==> src/rtl/wb2axil_bridge.sv <==
`default_nettype none
// =============================================================================
// wb2axil_bridge : Wishbone classic slave to AXI4-Lite master, one request in flight
// Revision       : 1.0
// =============================================================================
module wb2axil_bridge #(
  parameter int AW = 32
) (
  input  logic          clk,
  input  logic          rst_n,
  // Wishbone slave
  input  logic [AW-3:0] i_wb_adr,
  input  logic [31:0]   i_wb_dat,
  input  logic [3:0]    i_wb_sel,
  input  logic          i_wb_we,
  input  logic          i_wb_cyc,
  input  logic          i_wb_stb,
  output logic [31:0]   o_wb_rdt,
  output logic          o_wb_ack,
  output logic          o_wb_err,
  // AXI4-Lite write address / data / response
  output logic [AW-1:0] o_awaddr,
  output logic          o_awvalid,
  input  logic          i_awready,
  output logic [63:0]   o_wdata,
  output logic [7:0]    o_wstrb,
  output logic          o_wvalid,
  input  logic          i_wready,
  input  logic [1:0]    i_bresp,
  input  logic          i_bvalid,
  output logic          o_bready,
  // AXI4-Lite read address / data
  output logic [AW-1:0] o_araddr,
  output logic          o_arvalid,
  input  logic          i_arready,
  input  logic [63:0]   i_rdata,
  input  logic [1:0]    i_rresp,
  input  logic          i_rvalid,
  output logic          o_rready
);

  typedef enum logic [2:0] {
    S_IDLE  = 3'd0,
    S_WRITE = 3'd1,
    S_BRESP = 3'd2,
    S_READ  = 3'd3,
    S_RRESP = 3'd4
  } state_t;

  state_t        r_state;
  logic [AW-1:0] r_addr;
  logic [63:0]   r_wdata;
  logic [7:0]    r_wstrb;
  logic [31:0]   r_rdt;
  logic          r_awvalid;
  logic          r_wvalid;
  logic          r_bready;
  logic          r_arvalid;
  logic          r_rready;
  logic          r_ack;
  logic          r_err;

  logic          w_req;
  logic          w_aw_fin;
  logic          w_w_fin;
  logic          w_unused;

  // A request is not re-accepted while its own completion pulse is still visible.
  assign w_req    = i_wb_cyc & i_wb_stb & ~o_wb_ack & ~o_wb_err;
  assign w_aw_fin = ~r_awvalid | i_awready;
  assign w_w_fin  = ~r_wvalid  | i_wready;
  assign w_unused = i_bresp[0] ^ i_rresp[0];

  always_ff @(posedge clk or negedge rst_n) begin
    if (!rst_n) begin
      r_state   <= S_IDLE;
      r_addr    <= '0;
      r_wdata   <= '0;
      r_wstrb   <= '0;
      r_rdt     <= '0;
      r_awvalid <= 1'b0;
      r_wvalid  <= 1'b0;
      r_bready  <= 1'b0;
      r_arvalid <= 1'b0;
      r_rready  <= 1'b0;
      r_ack     <= 1'b0;
      r_err     <= 1'b0;
    end else begin
      r_ack <= 1'b0;
      r_err <= 1'b0;
      case (r_state)
        S_IDLE: begin
          if (w_req) begin
            r_addr <= {i_wb_adr, 2'b00};
            if (i_wb_we) begin
              r_wdata   <= {i_wb_dat, i_wb_dat};
              r_wstrb   <= i_wb_adr[0] ? {i_wb_sel, 4'b0000} : {4'b0000, i_wb_sel};
              r_awvalid <= 1'b1;
              r_wvalid  <= 1'b1;
              r_state   <= S_WRITE;
            end else begin
              r_arvalid <= 1'b1;
              r_state   <= S_READ;
            end
          end
        end
        S_WRITE: begin
          if (r_awvalid && i_awready) r_awvalid <= 1'b0;
          if (r_wvalid && i_wready)   r_wvalid  <= 1'b0;
          // AW and W may finish in either order or on the same edge.
          if (w_aw_fin && w_w_fin) begin
            r_bready <= 1'b1;
            r_state  <= S_BRESP;
          end
        end
        S_BRESP: begin
          if (i_bvalid) begin
            r_bready <= 1'b0;
            r_ack    <= ~i_bresp[1];
            r_err    <= i_bresp[1];
            r_state  <= S_IDLE;
          end
        end
        S_READ: begin
          if (i_arready) begin
            r_arvalid <= 1'b0;
            r_rready  <= 1'b1;
            r_state   <= S_RRESP;
          end
        end
        S_RRESP: begin
          if (i_rvalid) begin
            r_rready <= 1'b0;
            r_rdt    <= r_addr[2] ? i_rdata[63:32] : i_rdata[31:0];
            r_ack    <= ~i_rresp[1];
            r_err    <= i_rresp[1];
            r_state  <= S_IDLE;
          end
        end
        default: r_state <= S_IDLE;
      endcase
    end
  end

  // Completion is swallowed if the master has abandoned the cycle.
  assign o_wb_ack  = r_ack & i_wb_cyc;
  assign o_wb_err  = r_err & i_wb_cyc;
  assign o_wb_rdt  = r_rdt;
  assign o_awaddr  = r_addr;
  assign o_araddr  = r_addr;
  assign o_awvalid = r_awvalid;
  assign o_wvalid  = r_wvalid;
  assign o_wdata   = r_wdata;
  assign o_wstrb   = r_wstrb;
  assign o_bready  = r_bready;
  assign o_arvalid = r_arvalid;
  assign o_rready  = r_rready;

endmodule
`default_nettype wire

==> config.mk <==
export PLATFORM = sky130hd
export DESIGN_NAME = wb2axil_bridge
export DESIGN_NICKNAME = d
export VERILOG_FILES = /design/src/rtl/wb2axil_bridge.sv
export SDC_FILE = /design/constraint.sdc
export NUM_CORES = 1
export LEC_CHECK = 0
export ABC_CLOCK_PERIOD_IN_PS = 4500
export BUFFER_PORTS_ARGS = -buffer_cell sky130_fd_sc_hd__buf_2
export CAP_MARGIN = 30
export CORE_AREA = 8 8 119 121
export CTS_CLUSTER_DIAMETER = 30
export DETAILED_ROUTE_END_ITERATION = 10
export DIE_AREA = 0 0 127 129
export PLACE_DENSITY = 0.85
export SETUP_SLACK_MARGIN = 0.3
export SLEW_MARGIN = 15
export SYNTH_ARGS = -nofsm -noshare
export SYNTH_HDL_FRONTEND = slang
export SYNTH_SLANG_ARGS = --single-unit
==> constraint.sdc <==
create_clock -name clk -period 4.5 [get_ports clk]
set_input_delay 0.225 -clock clk [delete_from_list [all_inputs] [get_ports clk]]
set_output_delay 0.225 -clock clk [all_outputs]
set_load 0.1 [all_outputs]
==> results.tsv, run 1 <==
metric	value	unit
ys_warn_count	0	
viasPerCell	4.72	
holdBufCountCts	1	
worst_pin_slew	0.857	ns
grt_pass1_wl	20600	um
synth-xor-area-share	0	%
placedCellCount	801	
num_vias	3860	
cts_root_buf	clkbuf_16	
synthArstFlopShare	100	%
drv_cap	0	
route.detailed.wl_per_inst	17.0	um
nNetsFinal	807	
synth_compound_area_share	4.73	%
dieWidth	127	um
synth_top_area_cell	dfrtp_1	
h-tree-depth	3	
final-hold-violation-count	0	
drc	0	
cp_num_buf_inv	2	
syn-instance-count	419	
grt_max_degree	68	
nFillCells	1071	
required	4.28	ns
synth-seq-cells	112	
endpoint_kind	output port	
synthTopCellsByCount	dfrtp_1, buf_4, mux2_4, mux2i_1	
io_pins	319	
cts_buffers	9	
synth_adder_area_share	0	%
yosysMostFrequentCell	dfrtp_1	
first_pass_iters	4	
status	completed	
final.min_clock_period	2.20	ns
avgSynthCellArea	12.7	um2
synth-simple-area-share	6.36	%
yosysTopAreaCellShare	52.7	%
slew_violations	0	
hold_class	in2reg	
antenna_found_initial	0	
cp-start-kind	flip-flop	
first_global_vias	4012	
setup_viol	0	
dpl.hpwl	11200	um
cts_tree	built	
drive_above_1_share	60.9	%
area_growth	27.7	%
syn_area	0.00532	mm2
port_buffers	312	
rsz0062_at_grt	no	
slew_headroom	42.6	%
coreArea	0.0123	mm2
ant_nets	0	
synth_area_leaders	dfrtp_1, mux2_4, buf_4	
drt_iter0_drc	133	
grt_util_all_layers	16.0	%
dieArea	0.0164	mm2
clock_path_buffers	2	
critPathMaxStageDelay	0.77	ns
synth_flop_cell	dfrtp_1	
arrival	1.97	ns
rows	41	
fin_cells	818	
insertion_delay	0.34	ns
timing.fmax	456	MHz
crit_path_max_fanout	22	
synth_edf_count	0	
ys_seq_area_share	52.7	%
skew	0.00969	ns
diodes	0	
place_congestion	0.791	
min_period_over_period	48.8	%
crit_family	buffers and inverters	
crit_chain	buf_4 > buf_2	
slowest_stage	dfrtp_2	
routed_wl	13900	um
ys_types	34	
die_h	129	um
clk_pin_slew	0.07	ns
overflow	0	
cts.sinks	112	
synth_top_family_by_area	multiplexers	
critPathKind	reg2out	
muxShareOfSynthArea	23.3	%
tns	0	ns
initial_core_util	43.2	%
cts_resized	0	
cts_setup_buffers	0	
[layout make-up]
class / instances / area (um2) / area share, %
timing repair buffer: 317 / 1620 / 23.8
inverter: 9 / 33.8 / 0.498
sequential: 112 / 2800 / 41.3
clock buffer: 9 / 225 / 3.32
multi-input combinational: 214 / 1840 / 27.2
clock inverter: 7 / 77.6 / 1.14
tap: 150 / 188 / 2.76
[logic make-up (layout without fill, tap and decap cells)]
logic type / count (synthesis) / in the layout
AO/OA/AOI/OAI: 46 / 46
buffers and inverters: 96 / 342
flip-flops: 112 / 112
multiplexers: 102 / 102
other: 1 / 4
AND/OR/NAND/NOR: 62 / 62
[through the flow]
stage | instance area (um2) | setup WS, ns | util [%] | hold WS, ns
global placement | 6450 | 2.20 | 52.4 | 0.339
global route | 6790 | 2.20 | 55.1 | 0.0721
detailed placement | 6470 | 2.36 | 52.6 | 0.340
CTS | 6790 | 2.28 | 55.1 | 0.0616
floorplan | 5330 | 2.59 | - | -0.0706
finish | 6790 | 2.30 | 55.1 | 0.0810
[worst paths after layout]
| kind | start | endpoint | slack [ns] | cells past startpoint |
|---|---|---|---|---|
| worst max register to register | r_err | o_araddr[8] | 2.41 | 3 |
| worst min-delay path | i_bresp[1] | r_ack | 0.08 | 2 |
| worst min register to register | o_wstrb[2] | o_wstrb[2] | 0.52 | 1 |
| max in group asynchronous | rst_n | o_wb_rdt[6] | 2.83 | 3 |
| min in group asynchronous | rst_n | o_araddr[15] | 0.50 | 2 |
| worst max-delay path | o_araddr[2] | o_araddr[2] | 2.30 | 2 |
[layer usage]
layer | vias up | part of all wire [%] | GRT usage (%)
li1 | 1849 | - | -
met1 | 1808 | 37 | 16.6
met2 | 185 | 53 | 29.2
met3 | 18 | 8.3 | 6.00
met4 | 0 | 1.6 | 5.81
met5 | - | 0 | 0
[registers in the layout (all words and copies together) (netlist names)]
signal,count
o_awvalid,1
r_state,3
o_wvalid,1
r_ack,1
o_araddr,30
r_err,1
o_wdata,32
o_arvalid,1
o_rready,1
o_wstrb,8
o_wb_rdt,32
o_bready,1
[cell usage in the layout (no fill, tap or decap), types with 5 or more instances in the layout]
master     instances
nor2b_1            5
mux2_2            30
o21ai_0            7
nor2_1            33
nand2_1            8
dfrtp_1          111
mux2_4            36
a21oi_1           33
inv_1              9
clkbuf_16          9
buf_2            311
mux2i_1           36
Power of run 1 is left out: the tool's default activity adds up to more than one toggle a clock period on the data nets, which glitch-free logic cannot reach.
==> run 2: changes to the inputs <==
Settings changed: ABC_AREA set to 1, ABC_CLOCK_PERIOD_IN_PS 4500 to 2200, CORE_AREA 8 8 119 121 to unset, CORE_MARGIN set to 8, CORE_UTILIZATION set to 44, DIE_AREA 0 0 127 129 to unset, PLACE_DENSITY 0.85 to 0.86.
Clock period 4.5 ns to 2.2 ns, I/O delays scaled along.
==> run 2 against run 1 <==
Effect of this change:
- die area down 3.2%
- area after synthesis about the same
- core utilization rose by 6.0 points
- flip-flop and latch count did not move
==> results.tsv, run 2 <==
metric	value	unit	change
clock_path_buffers	2		unchanged
cts.sinks	112		unchanged
nNetsFinal	1053		+30%
synthArstFlopShare	100	%	unchanged
final_cell_area	0.00728	mm2	+7.2%
ys_warn_count	0		unchanged
cts_tree	built		
route.detailed.wl_per_inst	15.5	um	-9.1%
io_pins	319		unchanged
slew_headroom	59.9	%	+17 points
drc	0		unchanged
final-hold-violation-count	0		unchanged
required	2.47	ns	-1.81 ns
cp-start-kind	flip-flop		
grt_use_met3	5.40	%	-0.60 points
synth_top_area_cell	dfrtp_1		
drv_cap	0		unchanged
timing.fmax	577	MHz	
grt_max_degree	113		+66%
synth_flop_cell	dfrtp_1		
dieWidth	126	um	-0.84%
grt_util_all_layers	20.1	%	+4.0 points
endpoint_kind	flip-flop		
fin_util	61.1	%	+6.0 points
grt.busiest_layer	met2		
synthTopCellsByCount	nand2_1, dfrtp_1, buf_4, nor2_1, nand3_1		
syn_area	0.00532	mm2	about the same
status	completed		
skew	0.0119	ns	+0.00218 ns
final_common_cell	buf_2		
min_from	i_wb_dat[18]		
synth_area_leaders	dfrtp_1, nand2_1, buf_4		
ant_nets	0		unchanged
overflow	0		unchanged
crit_path_max_fanout	67		+200%
yosysMostFrequentCell	nand2_1		
dpl.hpwl	11700	um	+4.6%
cts_resized	0		unchanged
critPathKind	reg2reg		
arrival	2.01	ns	+0.04 ns
insertion_delay	0.34	ns	about the same
drive_above_1_share	37.7	%	-23 points
nFillCells	1020		-4.8%
tns	0	ns	unchanged
grt_util_met2	35.1	%	+5.9 points
setup_viol	0		unchanged
layout_common_cells	buf_2, nand2_1, dfrtp_1		
area_growth	36.9	%	
coreArea	0.0119	mm2	-3.3%
place_area	0.00651	mm2	+0.50%
viasPerCell	4.83		+2.4%
r2r-start	r_state[0]		
initial_core_util	44.6	%	+1.5 points
crit_start	r_state[0]		
yosysTopAreaCellShare	52.7	%	about the same
synth_edf_count	0		unchanged
first_pass_iters	4		unchanged
avgSynthCellArea	8.49	um2	-33%
clk_pin_slew	0.07	ns	about the same
final.min_clock_period	1.73	ns	
hold_class	in2reg		
cts_buffers	9		unchanged
grtUsageMet1	22.7	%	+6.1 points
num_vias	5138		+33%
worst_pin_slew	0.601	ns	-0.255 ns
rsz0062_at_grt	no		
port_buffers	312		unchanged
holdBufCountCts	49		+48
antenna_found_initial	2		+2
synth-seq-cells	112		unchanged
slew_violations	0		unchanged
dieArea	0.0159	mm2	-3.2%
ys_types	25		-26%
die_h	126	um	-2.4%
first_global_vias	5166		+29%
syn-instance-count	626		+49%
cts_setup_buffers	0		unchanged
min_period_over_period	78.8	%	
drt_iter0_drc	391		+190%
grt_pass1_wl	26300	um	+27%
ys_seq_area_share	52.7	%	about the same
rows	40		-2.4%
place_congestion	0.843		+6.6%
h-tree-depth	3		unchanged
cts_root_buf	clkbuf_16		
routed_wl	16400	um	+18%
[run 2: cell count changes after synthesis, moves of 5 or more]
cell | before | now
inv_1 | 9 | 19
mux2_2 | 30 | 0
clkbuf_1 | 2 | 14
o21ai_0 | 7 | 33
nand2_1 | 8 | 199
mux2i_1 | 36 | 0
o31ai_1 | 0 | 32
o21ai_1 | 0 | 6
nor2b_1 | 5 | 0
nor2_1 | 33 | 69
mux2_4 | 36 | 0
a21oi_1 | 33 | 1
nand3_1 | 0 | 37
[run 2: cells by family (layout without fill, tap and decap cells)]
group                  Yosys count  in the layout  share of synthesized area (%)
AO/OA/AOI/OAI                   78             78                           9.18
AND/OR/NAND/NOR                314            314                           23.6
other                            1              6                         0.0705
buffers and inverters          121            406                           14.4
flip-flops                     112            112                           52.7
[run 2: worst paths after layout]
check,depth (start not counted),slack (ns),endpoint
min in group asynchronous,3,0.37,o_araddr[27]
max in group asynchronous,3,1.34,o_wstrb[7]
hold reg to reg,2,0.47,o_arvalid
setup reg to reg,5,0.47,r_ack
setup / recovery,5,0.47,r_ack
hold / removal,3,0.009,o_wdata[50]
[run 2: metal layers]
layer | vias to the layer above | routed length, um | part of all wire (%)
met4 | 0 | 404 | 2.5
met5 | - | 0 | 0
met2 | 219 | 8480 | 52
li1 | 2496 | - | -
met3 | 29 | 1220 | 7.4
met1 | 2394 | 6340 | 39
[run 2: stage by stage]
step | setup slack (ns) | std cells | hold WS (ns)
after floorplan | 0.348 | 629 | -0.186
after CTS | 0.470 | 1061 | 0.00119
after global routing | 0.403 | 1063 | 0.00600
after detailed placement | 0.612 | 996 | 0.241
after global placement | 0.634 | 996 | 0.235
final | 0.466 | 1063 | 0.00852
[run 2: worst max-delay path: stages (launching register included)]
cell and delay [ns]:
dfrtp_1 0.41, nor2_2 0.20, nand3_2 0.11, buf_12 0.21
o22ai_1 0.17, dlygate4sd3_1 0.57
[run 2: cell type report]
type	instances	area [um2]	share of cell area, %
repair buffers	370	2170	29.8
inverters	20	75.1	1.03
clock inverters	4	30.0	0.413
diodes	2	5.00	0.0688
clock buffers	12	246	3.39
flip-flops and latches	112	2800	38.5
multi-input cells	396	1760	24.2
well taps	147	184	2.53
Power of run 2 is left out for the same reason.
